===== src/rtl/seven_segment_bcd_driver.sv =====
// Binary-to-BCD display driver: double-dabble conversion into six active-low
// 7-segment codes, with optional leading-zero blanking and overflow dashes.
module seven_segment_bcd_driver #(
    parameter int WIDTH         = 20,
    parameter int BLANK_LEADING = 1
) (
    input  logic             clk,
    input  logic             rst_n,
    input  logic [WIDTH-1:0] value_in,
    input  logic             load,
    output logic             busy,
    output logic             done,
    output logic             overflow,
    output logic [6:0]       disp0,
    output logic [6:0]       disp1,
    output logic [6:0]       disp2,
    output logic [6:0]       disp3,
    output logic [6:0]       disp4,
    output logic [6:0]       disp5
);

    localparam int         CNT_W    = 5;
    localparam logic [6:0] SEG_BLANK = 7'b1111111;
    localparam logic [6:0] SEG_DASH  = 7'b0111111;
    localparam logic [19:0] MAX_SHOWN = 20'd999999;

    typedef enum logic [1:0] {
        IDLE    = 2'd0,
        CONVERT = 2'd1,
        ENCODE  = 2'd2
    } state_t;

    state_t             state_r;
    logic [WIDTH-1:0]   shreg_r;
    logic [23:0]        bcd_r;
    logic [CNT_W-1:0]   cnt_r;
    logic               ovf_pending_r;
    logic               busy_r;
    logic               done_r;
    logic               overflow_r;
    logic [5:0][6:0]    disp_r;

    logic [19:0]        value_ext_s;
    logic [23:0]        bcd_adj_s;
    logic [5:0][6:0]    disp_next_s;

    // Adds 3 to every BCD nibble that is 5 or more, ahead of the shift.
    function automatic logic [23:0] bcd_adjust(input logic [23:0] b);
        logic [23:0] r;
        logic [3:0]  n;
        r = b;
        for (int i = 0; i < 6; i++) begin
            n = b[4*i +: 4];
            if (n >= 4'd5) begin
                r[4*i +: 4] = n + 4'd3;
            end else begin
                r[4*i +: 4] = n;
            end
        end
        return r;
    endfunction

    // Active-low segment code, bit0=a .. bit6=g.
    function automatic logic [6:0] seg_code(input logic [3:0] d);
        logic [6:0] s;
        case (d)
            4'd0:    s = 7'b1000000;
            4'd1:    s = 7'b1111001;
            4'd2:    s = 7'b0100100;
            4'd3:    s = 7'b0110000;
            4'd4:    s = 7'b0011001;
            4'd5:    s = 7'b0010010;
            4'd6:    s = 7'b0000010;
            4'd7:    s = 7'b1111000;
            4'd8:    s = 7'b0000000;
            4'd9:    s = 7'b0010000;
            default: s = SEG_BLANK;
        endcase
        return s;
    endfunction

    assign value_ext_s = 20'(value_in);
    assign bcd_adj_s   = bcd_adjust(bcd_r);

    // Next display codes: dashes on overflow, else digits scanned from the top with blanking.
    always_comb begin
        logic       lead_v;
        logic [3:0] digit_v;
        disp_next_s = {6{SEG_BLANK}};
        lead_v      = 1'b1;
        digit_v     = 4'd0;
        for (int i = 5; i >= 0; i--) begin
            digit_v = bcd_r[4*i +: 4];
            if (ovf_pending_r) begin
                disp_next_s[i] = SEG_DASH;
            end else if ((BLANK_LEADING != 0) && lead_v && (digit_v == 4'd0) && (i != 0)) begin
                disp_next_s[i] = SEG_BLANK;
            end else begin
                disp_next_s[i] = seg_code(digit_v);
                lead_v         = 1'b0;
            end
        end
    end

    // Control FSM with conversion datapath and registered display outputs.
    always_ff @(posedge clk or negedge rst_n) begin
        if (!rst_n) begin
            state_r       <= IDLE;
            shreg_r       <= '0;
            bcd_r         <= 24'd0;
            cnt_r         <= 5'd0;
            ovf_pending_r <= 1'b0;
            busy_r        <= 1'b0;
            done_r        <= 1'b0;
            overflow_r    <= 1'b0;
            disp_r        <= {6{SEG_BLANK}};
        end else begin
            case (state_r)
                IDLE: begin
                    done_r <= 1'b0;
                    if (load) begin
                        shreg_r       <= value_in;
                        bcd_r         <= 24'd0;
                        cnt_r         <= 5'd0;
                        ovf_pending_r <= (value_ext_s > MAX_SHOWN);
                        busy_r        <= 1'b1;
                        state_r       <= CONVERT;
                    end else begin
                        busy_r <= 1'b0;
                    end
                end
                CONVERT: begin
                    // Bits shifted out of the top BCD nibble only matter for overflowed values.
                    bcd_r   <= {bcd_adj_s[22:0], shreg_r[WIDTH-1]};
                    shreg_r <= {shreg_r[WIDTH-2:0], 1'b0};
                    cnt_r   <= cnt_r + 5'd1;
                    done_r  <= 1'b0;
                    if (cnt_r == 5'(WIDTH - 1)) begin
                        state_r <= ENCODE;
                    end else begin
                        state_r <= CONVERT;
                    end
                end
                ENCODE: begin
                    disp_r     <= disp_next_s;
                    overflow_r <= ovf_pending_r;
                    done_r     <= 1'b1;
                    busy_r     <= 1'b0;
                    state_r    <= IDLE;
                end
                default: begin
                    state_r <= IDLE;
                    busy_r  <= 1'b0;
                    done_r  <= 1'b0;
                end
            endcase
        end
    end

    assign busy     = busy_r;
    assign done     = done_r;
    assign overflow = overflow_r;
    assign disp0    = disp_r[0];
    assign disp1    = disp_r[1];
    assign disp2    = disp_r[2];
    assign disp3    = disp_r[3];
    assign disp4    = disp_r[4];
    assign disp5    = disp_r[5];

endmodule


===== config.mk =====
export PLATFORM = sky130hd
export DESIGN_NAME = seven_segment_bcd_driver
export DESIGN_NICKNAME = d
export VERILOG_FILES = /design/src/rtl/seven_segment_bcd_driver.sv
export SDC_FILE = /design/constraint.sdc
export NUM_CORES = 1
export LEC_CHECK = 0
export ABC_CLOCK_PERIOD_IN_PS = 2700
export CAP_MARGIN = 20
export CORE_ASPECT_RATIO = 0.5
export CORE_MARGIN = 4
export CORE_UTILIZATION = 35
export CTS_CLUSTER_DIAMETER = 80
export DETAILED_ROUTE_END_ITERATION = 8
export HOLD_SLACK_MARGIN = 0.03
export PLACE_DENSITY = 0.67
export SYNTH_ARGS = -nofsm -noshare
export SYNTH_HDL_FRONTEND = slang
export SYNTH_SLANG_ARGS = --single-unit

===== constraint.sdc =====
create_clock -name clk -period 2.7 [get_ports clk]
set_input_delay 0.81 -clock clk [delete_from_list [all_inputs] [get_ports clk]]
set_output_delay 0.81 -clock clk [all_outputs]
set_load 0.005 [all_outputs]

# Word level (Yosys, flattened, before mapping)
# Memory sizes are Yosys's and may differ from the RTL's.
# Cells that the tools add are included.
[word_totals]
mem_bits_ro = 672
elab_cells = 88
latch_bits = 0
ramBits = 0
memories = 6
regBits = 97
[mem_list]
columns = ["name", "depth", "word_bits", "read_ports", "rd_clocked_by_memory_dff", "write_ports", "line_no", "rtl"]
rows = [
  ["(name not given)", 16, 7, 1, 0, 0, "66", "case (d)"],
  ["(name not given)", 16, 7, 1, 0, 0, "66", ""],
  ["(name not given)", 16, 7, 1, 0, 0, "66", ""],
  ["(name not given)", 16, 7, 1, 0, 0, "66", ""],
  ["(name not given)", 16, 7, 1, 0, 0, "66", ""],
  ["(name not given)", 16, 7, 1, 0, 0, "66", ""],
]
[classes]
n_reduce_logical = 13
n_mux = 37
shift = 0
bitwise_logic = 0
n_mul = 0
n_addsub = 7
div = 0
n_eq_ne = 4
magnitude_cmp = 7
[ops]
columns = ["operator", "n"]
rows = [
  ["two-way mux 7 bit", 11],
  ["case mux 24 bit (2 select lines)", 1],
  ["case mux 20 bit (2 select lines)", 1],
  ["greater-or-equal comparator 4 x 3 -> 1 bit (second input constant)", 6],
  ["two-way mux 24 bit", 1],
  ["adder 4 x 2 -> 4 bit (second input constant)", 5],
  ["> comparator 20 bit (second input constant)", 1],
  ["logical NOT 4 bit", 5],
  ["two-way mux 20 bit", 1],
  ["two-way mux 4 bit", 5],
  ["two-way mux 1 bit", 10],
  ["case mux 5 bit (2 select lines)", 1],
  ["adder 5 x 1 -> 5 bit (second input constant)", 1],
  ["equality test 5 bit (second input constant)", 1],
  ["two-way mux 5 bit", 1],
  ["logical AND 1 bit", 4],
  ["two-way mux 2 bit", 2],
  ["case mux 2 bit (2 select lines)", 1],
  ["AND reduction 2 bit", 2],
  ["adder 3 x 2 -> 3 bit (second input constant)", 1],
  ["two-way mux 3 bit", 1],
  ["equality test 2 x 1 -> 1 bit (second input constant)", 1],
  ["equality test 2 bit (second input constant)", 1],
  ["logical NOT 2 bit", 1],
  ["other kinds (3)", 3],
]

# Longest topological paths before layout
[logic_depth]
depth_word = 15
mapped_depth = 7
ltp_nobuf = 7

# Worst setup path before layout
# OpenSTA, ideal clock, no wires.
[synth_timing]
path_type = "reg2reg"
startpoint = "register bcd_r[21]"
endpoint = "register disp_r (netlist bit disp1[6])"
setup_slack_ns = 0.766
arrival_time_ns = 1.851
period_less_slack_ns = 1.934
path_stages_with_launch = 7
path_cell_list = "dfrtp_1 > inv_1 > ha_1 > nor3b_4 > o211ai_4 > or4_4 > a41oi_1"
[synth_between]
elab_chain_len = 15
[synth_lines]
columns = ["item", "line_no", "rtl"]
rows = [
  ["from (decl)", "35", "logic [23:0] bcd_r;"],
  ["from (signal assigned)", "134", "bcd_r <= {bcd_adj_s[22:0], shreg_r[WIDTH-1]};"],
  ["logical NOT 4 bit *", "96", "end else if ((BLANK_LEADING != 0) && lead_v && (digit_v == 4'd0) && (i != 0)) begin"],
  ["two-way mux 1 bit *", "96", ""],
  ["two-way mux 1 bit *", "94", "if (ovf_pending_r) begin"],
  ["logical AND 1 bit", "96", ""],
  ["two-way mux 1 bit", "96", ""],
  ["two-way mux 1 bit *", "94", ""],
  ["logical AND 1 bit", "96", ""],
  ["two-way mux 1 bit", "96", ""],
  ["two-way mux 1 bit *", "94", ""],
  ["logical AND 1 bit", "96", ""],
  ["two-way mux 1 bit", "96", ""],
  ["two-way mux 1 bit *", "94", ""],
  ["logical AND 1 bit *", "96", ""],
  ["two-way mux 7 bit *", "96", ""],
  ["two-way mux 7 bit *", "94", ""],
  ["to (signal assigned)", "116", "disp_r <= {6{SEG_BLANK}};"],
  ["to (signal assigned)", "145", "disp_r <= disp_next_s;"],
  ["to (decl)", "41", "logic [5:0][6:0] disp_r;"],
]
# Every way passes the cells marked *; elsewhere a longest branch is shown, timed or not.
# A chain may end at the register's enable or synchronous reset.

# Worst setup path after layout
# Same ends and word-level chain as after synthesis.

==> key figures <==
Run status
  • Status: completed

Setup path
  • Crit Path Max Fanout: 8
  • Endpoint class of the critical path: flop
  • Buf/Inv on CP: 1
  • Crit path max-delay family: simple AND/OR/NAND/NOR gates
  • Crit-path slowest cell: or4_4
  • Max incr delay on CP: 530 ps
  • Worst setup SP type: flop
  • CP Class: flop to flop
  • Worst EP arrival: 2520 ps
  • CP Data Required Time: 2950 ps
  • Crit-path cells: inv_1, ha_1, nor3b_4, o211ai_4, or4_4, a41oi_1

CTS
  • Clock sink count: 97
  • Clk_lat worst skew: 340 ps
  • Hold_buf cts: 0
  • Postcts setup bufs: 0
  • Longest Clk Path Bufs: 2
  • TritonCTS clock tree: done
  • CTS resizes: 0
  • TritonCTS Buffers: 9
  • H-tree depth: 3
  • CTS clk-pin slew, worst paths: 70 ps
  • Root buf cell: clkbuf_16

Route
  • Drt total wl: 12800 microns
  • Wire per inst: 15.2 microns
  • Number of remaining DRC errors: 0
  • DR iter-0 viols: 270
  • Final ANT Viol Nets: 0
  • Via Count: 4435
  • Via/cell ratio: 5.29
  • First drt pass iteration count: 5

GRT
  • Largest net degree at the start of global routing: 50
  • GRT Total Usage: 14.8%
  • Number of antenna violations at the first check in global routing: 0
  • Number of global-route vias before repair: 4297
  • First-pass GRT wire length: 21400 microns
  • Total gr overflow: 0

Synth
  • EDFF count, synth: 0
  • Prevailing post-synth register cell: dfrtp_1
  • Yosys warns: 0
  • Netlist cell types: 53
  • Area fraction of the dominant cell type after synthesis: 25.3%
  • Async SR Flop Fraction: 100%
  • Post-Syn Area: 5450 sq um
  • FF+latch count, synth: 97
  • Sequential area share after synthesis: 45.5%
  • Syn Area/Cell: 9.41 sq um
  • Area leader, netlist: dfrtp_1
  • Cells after Synth: 579
  • Syn nets: 635
  • Synth area leaders: dfrtp_1 25%, dfstp_2 20%, ha_1 7.6%

Final layout
  • Area delta synth->final: 23.3%
  • Final Cell Area: 6720 sq um
  • # diodes: 0
  • Final Net Count: 692
  • Util after Layout: 45.2%
  • Most frequent cells in the layout: 66 x clkdlybuf4s50_1, 63 x o21ai_0, 61 x a21oi_1, 55 x dfrtp_1, 52 x nor2_1
  • Commonest non-fill, non-tap cell in the layout: clkdlybuf4s50_1
  • Share of layout cells above drive strength 1: 13.1%
  • Filler instances: 1409

Place
  • Port Buffer Count: 67
  • Placed cell area: 6370 sq um
  • Global placer's final weighted congestion: 0.818
  • Dpl hpwl: 8850 microns
  • Place WS: 161 ps

Power and ir drop
  • Worst IR drop on VDD: 0.361 mV
  • PD cells: 1120 nW/um^2
  • P_leak: 2.77 nW
  • Total power: 7.54 mW

Job
  • Max-cap violations: 0

STA
  • Worst Clk Skew: 7.69 ps
  • RSZ-0062 raised after global routing: no
  • Fin Setup TNS: 0 ps
  • Slew HR: 32.2%
  • Final period utilization: 83.9%
  • Worst-Margin Slew: 1020 ps
  • Hold Fails Final Rpt: 0
  • Final slew viol count: 0
  • FMAX: 442 MHz
  • Min Tclk post-route: 2260 ps
  • Post-route setup slack: 435 ps
  • Final setup viols: 0

Die
  • Initial core utilization: 36.7%
  • Core ar.: 14900 sq um
  • Die H: 96.2 microns
  • # IOs: 68
  • Die Area: 17800 sq um
  • Horiz. Die Dim: 184 microns
  • Rows: 31

Min path
  • Worst hold path class: primary input to asynchronous set/reset pin
[sequential cells by signal, summed over array words and instances (netlist names)]
signal / cells
bcd_r: 24
busy: 1
cnt_r: 5
disp0: 7
disp1: 7
disp2: 7
disp3: 7
disp4: 7
disp5: 7
done: 1
overflow: 1
ovf_pending_r: 1
shreg_r: 20
state_r: 2
[path summary, 6_finish.rpt]
path	slack [ps]	end	cells after the start	start
worst max register to register	440	disp1[6]	6	bcd_r[21]
worst min register to register	470	disp5[6]	2	disp5[6]
max in group asynchronous	1630	disp3[4]	2	rst_n
worst min-delay path	380	shreg_r[5]	1	rst_n
worst max-delay path	440	disp1[6]	6	bcd_r[21]
min in group clk	470	disp5[6]	2	disp5[6]
[final cells by class]
class | count | area (sq um) | share of cell area, %
clock inverters | 5 | 103 | 1.53
inverters | 24 | 90.1 | 1.34
flip-flops and latches | 97 | 2480 | 36.9
clock buffers | 11 | 243 | 3.61
multi-input cells | 424 | 2750 | 41.0
well taps | 198 | 248 | 3.69
repair buffers | 80 | 803 | 12.0
[synth_stat cells, types with 9 or more instances]
master and n:
a21oi_1 61, a22o_1 10, a22oi_1 15, clkbuf_1 28, dfrtp_1 55, dfstp_2 42
ha_1 33, inv_1 23, mux2i_1 15, nand2_1 48, nand2b_1 15, nor2_1 52
nor2b_1 18, o211ai_1 9, o21ai_0 63, o32a_1 9
[cell families (layout without fill, tap and decap cells)]
group | after synthesis | in the layout | synth area share (%)
AO/OA/AOI/OAI | 201 | 201 | 23.2
AND/OR/NAND/NOR | 165 | 165 | 15.2
flip-flops | 97 | 97 | 45.5
buffers and inverters | 58 | 120 | 4.11
adder cells (fa/ha/maj) | 33 | 33 | 7.58
multiplexers | 16 | 16 | 2.96
XOR/XNOR | 9 | 9 | 1.45
[layer usage]
metal | global-route usage, % | wire length (microns) | up-vias
met5 | 0 | 0 | -
met3 | 3.21 | 568 | 9
met4 | 3.63 | 118 | 0
met1 | 20.7 | 6110 | 2159
li1 | - | - | 2181
met2 | 23.8 | 5970 | 86
[worst register-to-register path: cells and delay by family (launching register included)]
family	cells	cell delay, ps
simple gates	2	870
flops	1	430
fa+ha+maj	1	320
buf+inv	1	170
compound gates	2	390
[stage by stage]
stage,std cells,hold slack [ps]
floorplan,579,448
global placement,823,453
detailed placement,823,465
CTS,839,386
global route,839,402
finish,839,384
[report_power, final]
group	leakage, nW	switching, mW	internal, mW
combinational	1.47	1.73	1.62
clock	0.166	0.542	0.930
sequential	1.13	0.691	2.04
total	2.77	2.96	4.58
(Power assumes the default switching activity.)
